## config.mk

```make
export PLATFORM = sky130hd
export DESIGN_NAME = echo_feedback_mixer
export DESIGN_NICKNAME = d
export VERILOG_FILES = /design/src/rtl/echo_feedback_mixer.sv
export SDC_FILE = /design/constraint.sdc
export NUM_CORES = 2
export LEC_CHECK = 0
export BUFFER_PORTS_ARGS = -buffer_cell sky130_fd_sc_hd__buf_2
export CAP_MARGIN = 15
export CORE_MARGIN = 2
export CORE_UTILIZATION = 60
export DETAILED_ROUTE_END_ITERATION = 6
export GPL_TIMING_DRIVEN = 0
export PLACE_DENSITY = 0.77
export SKIP_LAST_GASP = 1
export SYNTH_ARGS = -nofsm -noshare
export SYNTH_HDL_FRONTEND = slang
export SYNTH_SLANG_ARGS = --single-unit
```

## constraint.sdc

```tcl
create_clock -name clk -period 12.9 [get_ports clk]
set_input_delay 0.645 -clock clk [delete_from_list [all_inputs] [get_ports clk]]
set_output_delay 0.645 -clock clk [all_outputs]
set_load 0.01 [all_outputs]
```

## src/rtl/echo_feedback_mixer.sv

```systemverilog
// Feedback/mix stage that closes the delay-line loop for an echo effect.
// Fixed-latency FSM: one sample in, one feedback write plus one output out.
module echo_feedback_mixer #(
    parameter int DATA_WIDTH  = 32,
    parameter int GAIN_WIDTH  = 16,
    parameter int TAP_LATENCY = 2
) (
    input  logic                  clk,
    input  logic                  reset,
    input  logic [DATA_WIDTH-1:0] in_sample,
    input  logic                  in_valid,
    output logic                  in_ready,
    input  logic                  enable,
    input  logic [GAIN_WIDTH-1:0] fb_gain,
    input  logic [GAIN_WIDTH-1:0] mix,
    input  logic [DATA_WIDTH-1:0] dl_rd_sample,
    input  logic                  dl_rd_valid,
    output logic [DATA_WIDTH-1:0] dl_wr_sample,
    output logic                  dl_wr_valid,
    output logic [DATA_WIDTH-1:0] out_sample,
    output logic                  out_valid
);
    localparam int PW = DATA_WIDTH + GAIN_WIDTH + 1;
    localparam int CW = (TAP_LATENCY > 1) ? $clog2(TAP_LATENCY) : 1;

    typedef enum logic [2:0] {
        IDLE,
        TAP_WAIT,
        MULT,
        SUM,
        OUT
    } state_t;

    state_t state, state_n;

    logic signed [DATA_WIDTH-1:0] dry, wet;
    logic [GAIN_WIDTH-1:0]        fb, mx;
    logic                         en;
    logic [CW-1:0]                cnt;
    logic signed [PW-1:0]         pf, pd, pw;

    logic signed [PW-1:0]         wet_x, dry_x, fb_x, mx_x, inv_x;
    logic [GAIN_WIDTH:0]          inv;
    logic signed [DATA_WIDTH:0]   fb_sum;
    logic [DATA_WIDTH-1:0]        fb_sat;
    logic signed [PW-1:0]         mix_sum;
    logic                         unused_bits;

    assign in_ready = (state == IDLE);

    always_ff @(posedge clk) begin
        if (reset) state <= IDLE;
        else       state <= state_n;
    end

    always_comb begin
        state_n = state;
        unique case (state)
            IDLE:     if (in_valid) state_n = TAP_WAIT;
            TAP_WAIT: if (cnt == '0) state_n = MULT;
            MULT:     state_n = SUM;
            SUM:      state_n = OUT;
            OUT:      state_n = IDLE;
            default:  state_n = IDLE;
        endcase
    end

    // Operands widened to the full product width so every product is exact.
    assign inv   = {1'b1, {GAIN_WIDTH{1'b0}}} - {1'b0, mx};
    assign wet_x = {{(PW-DATA_WIDTH){wet[DATA_WIDTH-1]}}, wet};
    assign dry_x = {{(PW-DATA_WIDTH){dry[DATA_WIDTH-1]}}, dry};
    assign fb_x  = {{(PW-GAIN_WIDTH){1'b0}}, fb};
    assign mx_x  = {{(PW-GAIN_WIDTH){1'b0}}, mx};
    assign inv_x = {{(PW-GAIN_WIDTH-1){1'b0}}, inv};

    // pf[PW-1:GAIN_WIDTH] is pf >>> GAIN_WIDTH at DATA_WIDTH+1 bits.
    assign fb_sum = {dry[DATA_WIDTH-1], dry} + pf[PW-1:GAIN_WIDTH];
    always_comb begin
        fb_sat = fb_sum[DATA_WIDTH-1:0];
        if (fb_sum[DATA_WIDTH] != fb_sum[DATA_WIDTH-1])
            fb_sat = fb_sum[DATA_WIDTH]
                   ? {1'b1, {(DATA_WIDTH-1){1'b0}}}
                   : {1'b0, {(DATA_WIDTH-1){1'b1}}};
    end

    assign mix_sum     = pd + pw;
    assign unused_bits = ^{pf[GAIN_WIDTH-1:0], mix_sum[GAIN_WIDTH-1:0],
                           mix_sum[PW-1]};

    always_ff @(posedge clk) begin
        if (reset) begin
            dry          <= '0;
            wet          <= '0;
            fb           <= '0;
            mx           <= '0;
            en           <= 1'b0;
            cnt          <= '0;
            pf           <= '0;
            pd           <= '0;
            pw           <= '0;
            dl_wr_sample <= '0;
            dl_wr_valid  <= 1'b0;
            out_sample   <= '0;
            out_valid    <= 1'b0;
        end else begin
            dl_wr_valid <= 1'b0;
            out_valid   <= 1'b0;
            unique case (state)
                IDLE: begin
                    if (in_valid) begin
                        dry <= in_sample;
                        fb  <= fb_gain;
                        mx  <= mix;
                        en  <= enable;
                        cnt <= CW'(TAP_LATENCY - 1);
                    end
                end
                TAP_WAIT: begin
                    if (cnt == '0)
                        wet <= (dl_rd_valid && en) ? dl_rd_sample : '0;
                    else
                        cnt <= cnt - 1'b1;
                end
                MULT: begin
                    pf <= wet_x * fb_x;
                    pd <= dry_x * inv_x;
                    pw <= wet_x * mx_x;
                end
                SUM: begin
                    dl_wr_sample <= en ? fb_sat : '0;
                    out_sample   <= mix_sum[DATA_WIDTH+GAIN_WIDTH-1:GAIN_WIDTH];
                    dl_wr_valid  <= 1'b1;
                    out_valid    <= 1'b1;
                end
                default: ;
            endcase
        end
    end
endmodule
```

; Yosys cells after proc, flatten, opt, wreduce, memory -nomap -nowiden
; Index checks and enable logic that the tools add are counted.
[op_classes]
addsub = 4
multipliers = 3
n_eq_ne = 6
n_mux = 11
bitwise_logic = 1
reduce_logical = 7
[ops]
columns = operator, n
row1 = 32-bit 2-to-1 mux, 4
row2 = 32-bit by 17-bit multiplier with 49-bit output, 1
row3 = 48-bit adder, 1
row4 = 32-bit by 17-bit multiplier with 48-bit output, 1
row5 = 32-bit by 18-bit multiplier with 48-bit output, 1
row6 = 33-bit adder, 1
row7 = "17-bit by 16-bit subtractor with 17-bit output, first input constant", 1
row8 = 3-bit case mux with 4 select lines, 1
row9 = 2-bit AND reduction, 4
row10 = "3-bit by 2-bit equality test with 1-bit output, second input constant", 2
row11 = 3-bit 2-to-1 mux, 2
row12 = "2-bit inequality test, second input constant", 2
row13 = "3-bit by 1-bit equality test with 1-bit output, second input constant", 1
row14 = 3-bit zero test, 1
row15 = 1-bit 2-to-1 mux, 3
row16 = 1-bit case mux with 2 select lines, 1
row17 = 2-bit nonzero test, 1
row18 = 1-bit logical AND, 1
row19 = 1-bit inequality test, 1
row20 = 1-bit NOT, 1
row21 = "1-bit subtractor, second input constant", 1
[totals]
register_bits = 311
input_bits = 101
output_inout_bits = 67
word_cells = 45

; Depth between registers and ports, before layout
[depth]
ltp_word = 4
mapped_depth = 34
depth_no_buf = 29

; Worst setup path after synthesis
; No wires, ideal clock.
[synth_timing]
path_kind = register -> register
start = register mx[0]
end = register pd[45]
setup_time_ps = 86
t_arrival_ps = 7655
required_time_ps = 12814
setup_slack_ps = 5160
path_stages_with_launch = 34
n_path_buf = 4
synth_period_minus_slack_ps = 7740
cell_sequence = dfxtp_1 clkbuf_1 clkbuf_1 clkbuf_1 inv_1 ha_1 nand2_1 nor2_1 nand3b_1 xor2_1 clkbuf_1 nand2_1 fa_1 inv_1 fa_1 inv_1 fa_1 inv_1 fa_1 fa_1 inv_1 fa_1 inv_1 ha_1 a21oi_1 o211ai_1 nor3b_1 a21oi_2 a2111oi_4 o31ai_2 a2111oi_2 nor2_1 xnor2_1 a211oi_1
[synth_via]
elab_chain_cells = 2
[synth_rtl]
columns = element, line_no
row1 = "start, declared", 37  ; logic [GAIN_WIDTH-1:0] fb, mx;
row2 = "start signal, assigned", 113  ; mx <= mix;
row3 = 17-bit by 16-bit subtractor with 17-bit output, 69  ; assign inv = {1'b1, {GAIN_WIDTH{1'b0}}} - {1'b0, mx};
row4 = 32-bit by 18-bit multiplier with 48-bit output, 126  ; pd <= dry_x * inv_x;
row5 = "end signal, assigned", 126
row6 = "end, declared", 40  ; logic signed [PW-1:0] pf, pd, pw;
; Every way passes these cells.
; A chain may end at the register's enable or synchronous reset.

; Worst setup path in the final report
[layout_timing]
start = register mx[0]
end = register pd[44]
; The elaborated chain is that of the path after synthesis.

==> results by group <==
Drt
  • Antenna-violating nets left: 0
  • Post-Route WL: 220,000 µm
  • Pre-Repair DR Iteration Count: 6
  • Top sig layer: met5
  • Vias per cell: between 5 and 6
  • 1st-iter DRT viols: roughly 5,000
  • Routed met3 length: 26,600 µm
  • Routed wl met2: approximately 95,000 µm
  • Remaining DRCs: 0
  • Metal1 wirelength: approximately 86,000 µm
  • Average routed wire per standard cell: roughly 23 µm
  • Via total after detailed routing: between 50,000 and 60,000

Logic synthesis
  • FF+latch count, synth: about 300
  • Ys async rst share: 0%
  • Synth top area share: roughly 44%
  • Distinct cell type count after synthesis: 91
  • Main flop type after synthesis: dfxtp_1
  • Cell count after synthesis: 7,792
  • Post-Syn Nets: around 9,800
  • Area contributors post-synth: fa_1 44%, inv_1 9.3%, dfxtp_1 8.8%
  • YS warnings: 0
  • Most frequent cells after synthesis: 1,663 x inv_1, 1,481 x fa_1, 1,406 x nand2_1
  • Seq/Total Area, Yosys: 8.76%
  • Avg Inst Size Synth: between 8 and 9 µm²
  • Synth area leader: fa_1
  • Number of synthesized flops with an enable pin: 0
  • Most frequent cell after synthesis: inv_1
  • Post-Syn Area: slightly below 70,000 µm²

Critical path
  • RR Startpoint: mx[0]$_SDFFE_PP0P_
  • Worst Path Arrival: about 11 ns
  • Most frequent CP cell: fa_1
  • Worst setup path endpoint: pd[44]$_SDFFE_PP0P_
  • CP peak stage delay: about 0.87 ns
  • CP Launch Type: flip-flop
  • Critical R2R Capture: pd[44]$_SDFFE_PP0P_
  • Critical-path maximum fanout: 10
  • Setup crit start: mx[0]$_SDFFE_PP0P_
  • Crit. End Element: flip-flop
  • Critical path class: reg -> reg
  • Slowest-stage cell, CP: a211oi_1
  • Reg2reg setup slack: ~2.2 ns
  • Path depth of the worst reg2reg path: 31
  • Worst Path Required: between 10 and 15 ns

Job
  • Max_cap viols: 0

Die
  • Rows: ~120
  • Die area: 115,000 µm²
  • Initial Util: approximately three fifths
  • Die width: around 340 µm
  • # IOs: between 150 and 200
  • Core Box Area: 111,000 µm²
  • Die Y-Extent: ~340 µm

Timing
  • Max Slew Vio Count: 0
  • Setup_tns: 0 ns
  • Final min period: about 11 ns
  • Setup WS post-layout: approximately 2.2 ns
  • Fmax: roughly 93 MHz
  • Final Setup Violations: 0
  • Normalized max-slew margin: between 10% and 20%
  • Final worst-path cycle share: around 83%
  • Slew @ Worst Pin: 1.28 ns
  • Worst clock skew: around 0.045 ns
  • Hold violation count in the final report: 0
  • RSZ-0062 raised after global routing: false

Global routing
  • First-pass GRT wire length: approximately 340,000 µm
  • Vias in the first global route: about 57,000
  • Antenna violations before repair: 12
  • Global-route usage over all layers: about two fifths
  • Overflow after GRT: 0
  • Largest net degree at the start of global routing: 14

Layout
  • Final core utilization: 64.3%
  • Share of cells above drive strength 1: roughly 3.6%
  • Layout Nets: around 10,000
  • Fin area: around 70,000 µm²
  • Area Overhead vs Synth: 5.88%

CTS
  • Max Root-Sink Buffers: 3
  • CTS tree: done
  • # Post-CTS Setup Buffers: 0
  • Clock insertion delay at the later pin of the skew report: a little over 0.6 ns
  • Hold_buf cts: 0
  • Post-CTS sizing: 0
  • Inserted Clock Buffers: 36
  • Root Buffer Master: clkbuf_16
  • Worst-path clk slew: roughly 0.070 ns
  • Clock Sinks: just under 300
  • H-tree depth: 2

Status
  • Status: complete, no violations

Pwr
  • Leakage: between 30 and 40 nW
  • Power Total: slightly below 7 mW
  • Peak supply drop: 0.000170 V
  • Power per Cell Area: 95.2 nW/µm²

Worst hold path
  • Hold/Removal Path Class: in -> reg

Placed design
  • Area after DPL: 70,100 µm²
  • I/O Buffers: about 170
  • Placed wire-length estimate: between 150,000 and 200,000 µm
  • GPL Wtd Cong: around 1.0
  • Pre-CTS WS: ~2.5 ns
[worst min-delay path by stage]
stage	startpoint	slack, ns	end	cells past startpoint
after floorplan	pf[45]$_SDFFE_PP0P_	0.42	pf[45]$_SDFFE_PP0P_	2
after global placement	dl_wr_sample[5]$_SDFFE_PP0P_	0.43	dl_wr_sample[5]$_SDFFE_PP0P_	2
after detailed placement	dl_wr_sample[10]$_SDFFE_PP0P_	0.44	dl_wr_sample[10]$_SDFFE_PP0P_	2
after CTS	in_sample[10]	0.23	dry[10]$_SDFFE_PP0P_	3
after global routing	in_sample[26]	0.26	dry[26]$_SDFFE_PP0P_	3
final	in_sample[10]	0.26	dry[10]$_SDFFE_PP0P_	3
[area by class of cell]
class,count,area [µm²]
Timing Repair Buffer,170,873
Clock inverter,16,204
Inverter,1663,6240
Multi-Input combinational cell,5419,53700
Sequential cell,295,5910
Buffer,415,1570
Antenna cell,8,20.0
Clock buffer,49,1000
Fill cell,9577,39600
Tap cell,1488,1860
[metrics by stage]
stage	cells	hold slack [ns]
floorplan	7792	0.424
global placement	9446	0.434
detailed placement	9448	0.437
CTS	9513	0.231
global route	9517	0.257
finish	9523	0.263
[cell usage in the layout (no fill, tap or decap), types with 20 or more instances in the layout]
cell type	n
clkbuf_1	388
inv_1	1663
and3_1	24
a21o_1	88
maj3_1	20
nand3_1	93
fa_1	1481
nor3_1	27
dfxtp_1	295
nand2b_1	22
xnor2_1	121
o21ai_0	99
a211oi_1	43
o211ai_1	29
xor2_1	65
clkbuf_16	36
nor2_1	117
o21a_1	31
buf_1	26
buf_2	174
and2_1	658
o21ai_1	24
nand2_1	1406
ha_1	421
a21oi_1	365
[state kept, by name (all words and copies together) (netlist names), 3 cells and up]
name / cells
dl_wr_sample: 32
dry: 32
fb: 16
mx: 16
out_sample: 32
pd: 48
pf: 33
pw: 48
state: 3
wet: 32
[worst max-delay path: cells and delay by family (launching register included)]
family | cells | cell delay [ns]
fa+ha+maj | 8 | 3.73
xor+xnor | 1 | 0.77
flops | 1 | 0.30
compound gates | 6 | 1.99
simple gates | 8 | 1.21
buf+inv | 8 | 2.54
[cell families after synthesis]
logic type	synth area share, %
XOR/XNOR	2.42
buffers and inverters	11.6
adder cells (fa/ha/maj)	52.1
AO/OA/AOI/OAI	7.84
flip-flops	8.76
multiplexers	0.0761
AND/OR/NAND/NOR	17.2
[power by group]
group,internal [mW],total [mW],switching (mW)
clock network,0.611,1.08,0.472
registers,0.969,1.06,0.0880
logic,1.71,4.65,2.94
[per-layer routing]
layer,up-vias,track usage (%)
met3,538,11.0
met2,2894,57.7
met4,2,19.0
li1,23697,-
met1,27618,53.1
met5,-,0
Power figures use the tool's default switching activity.
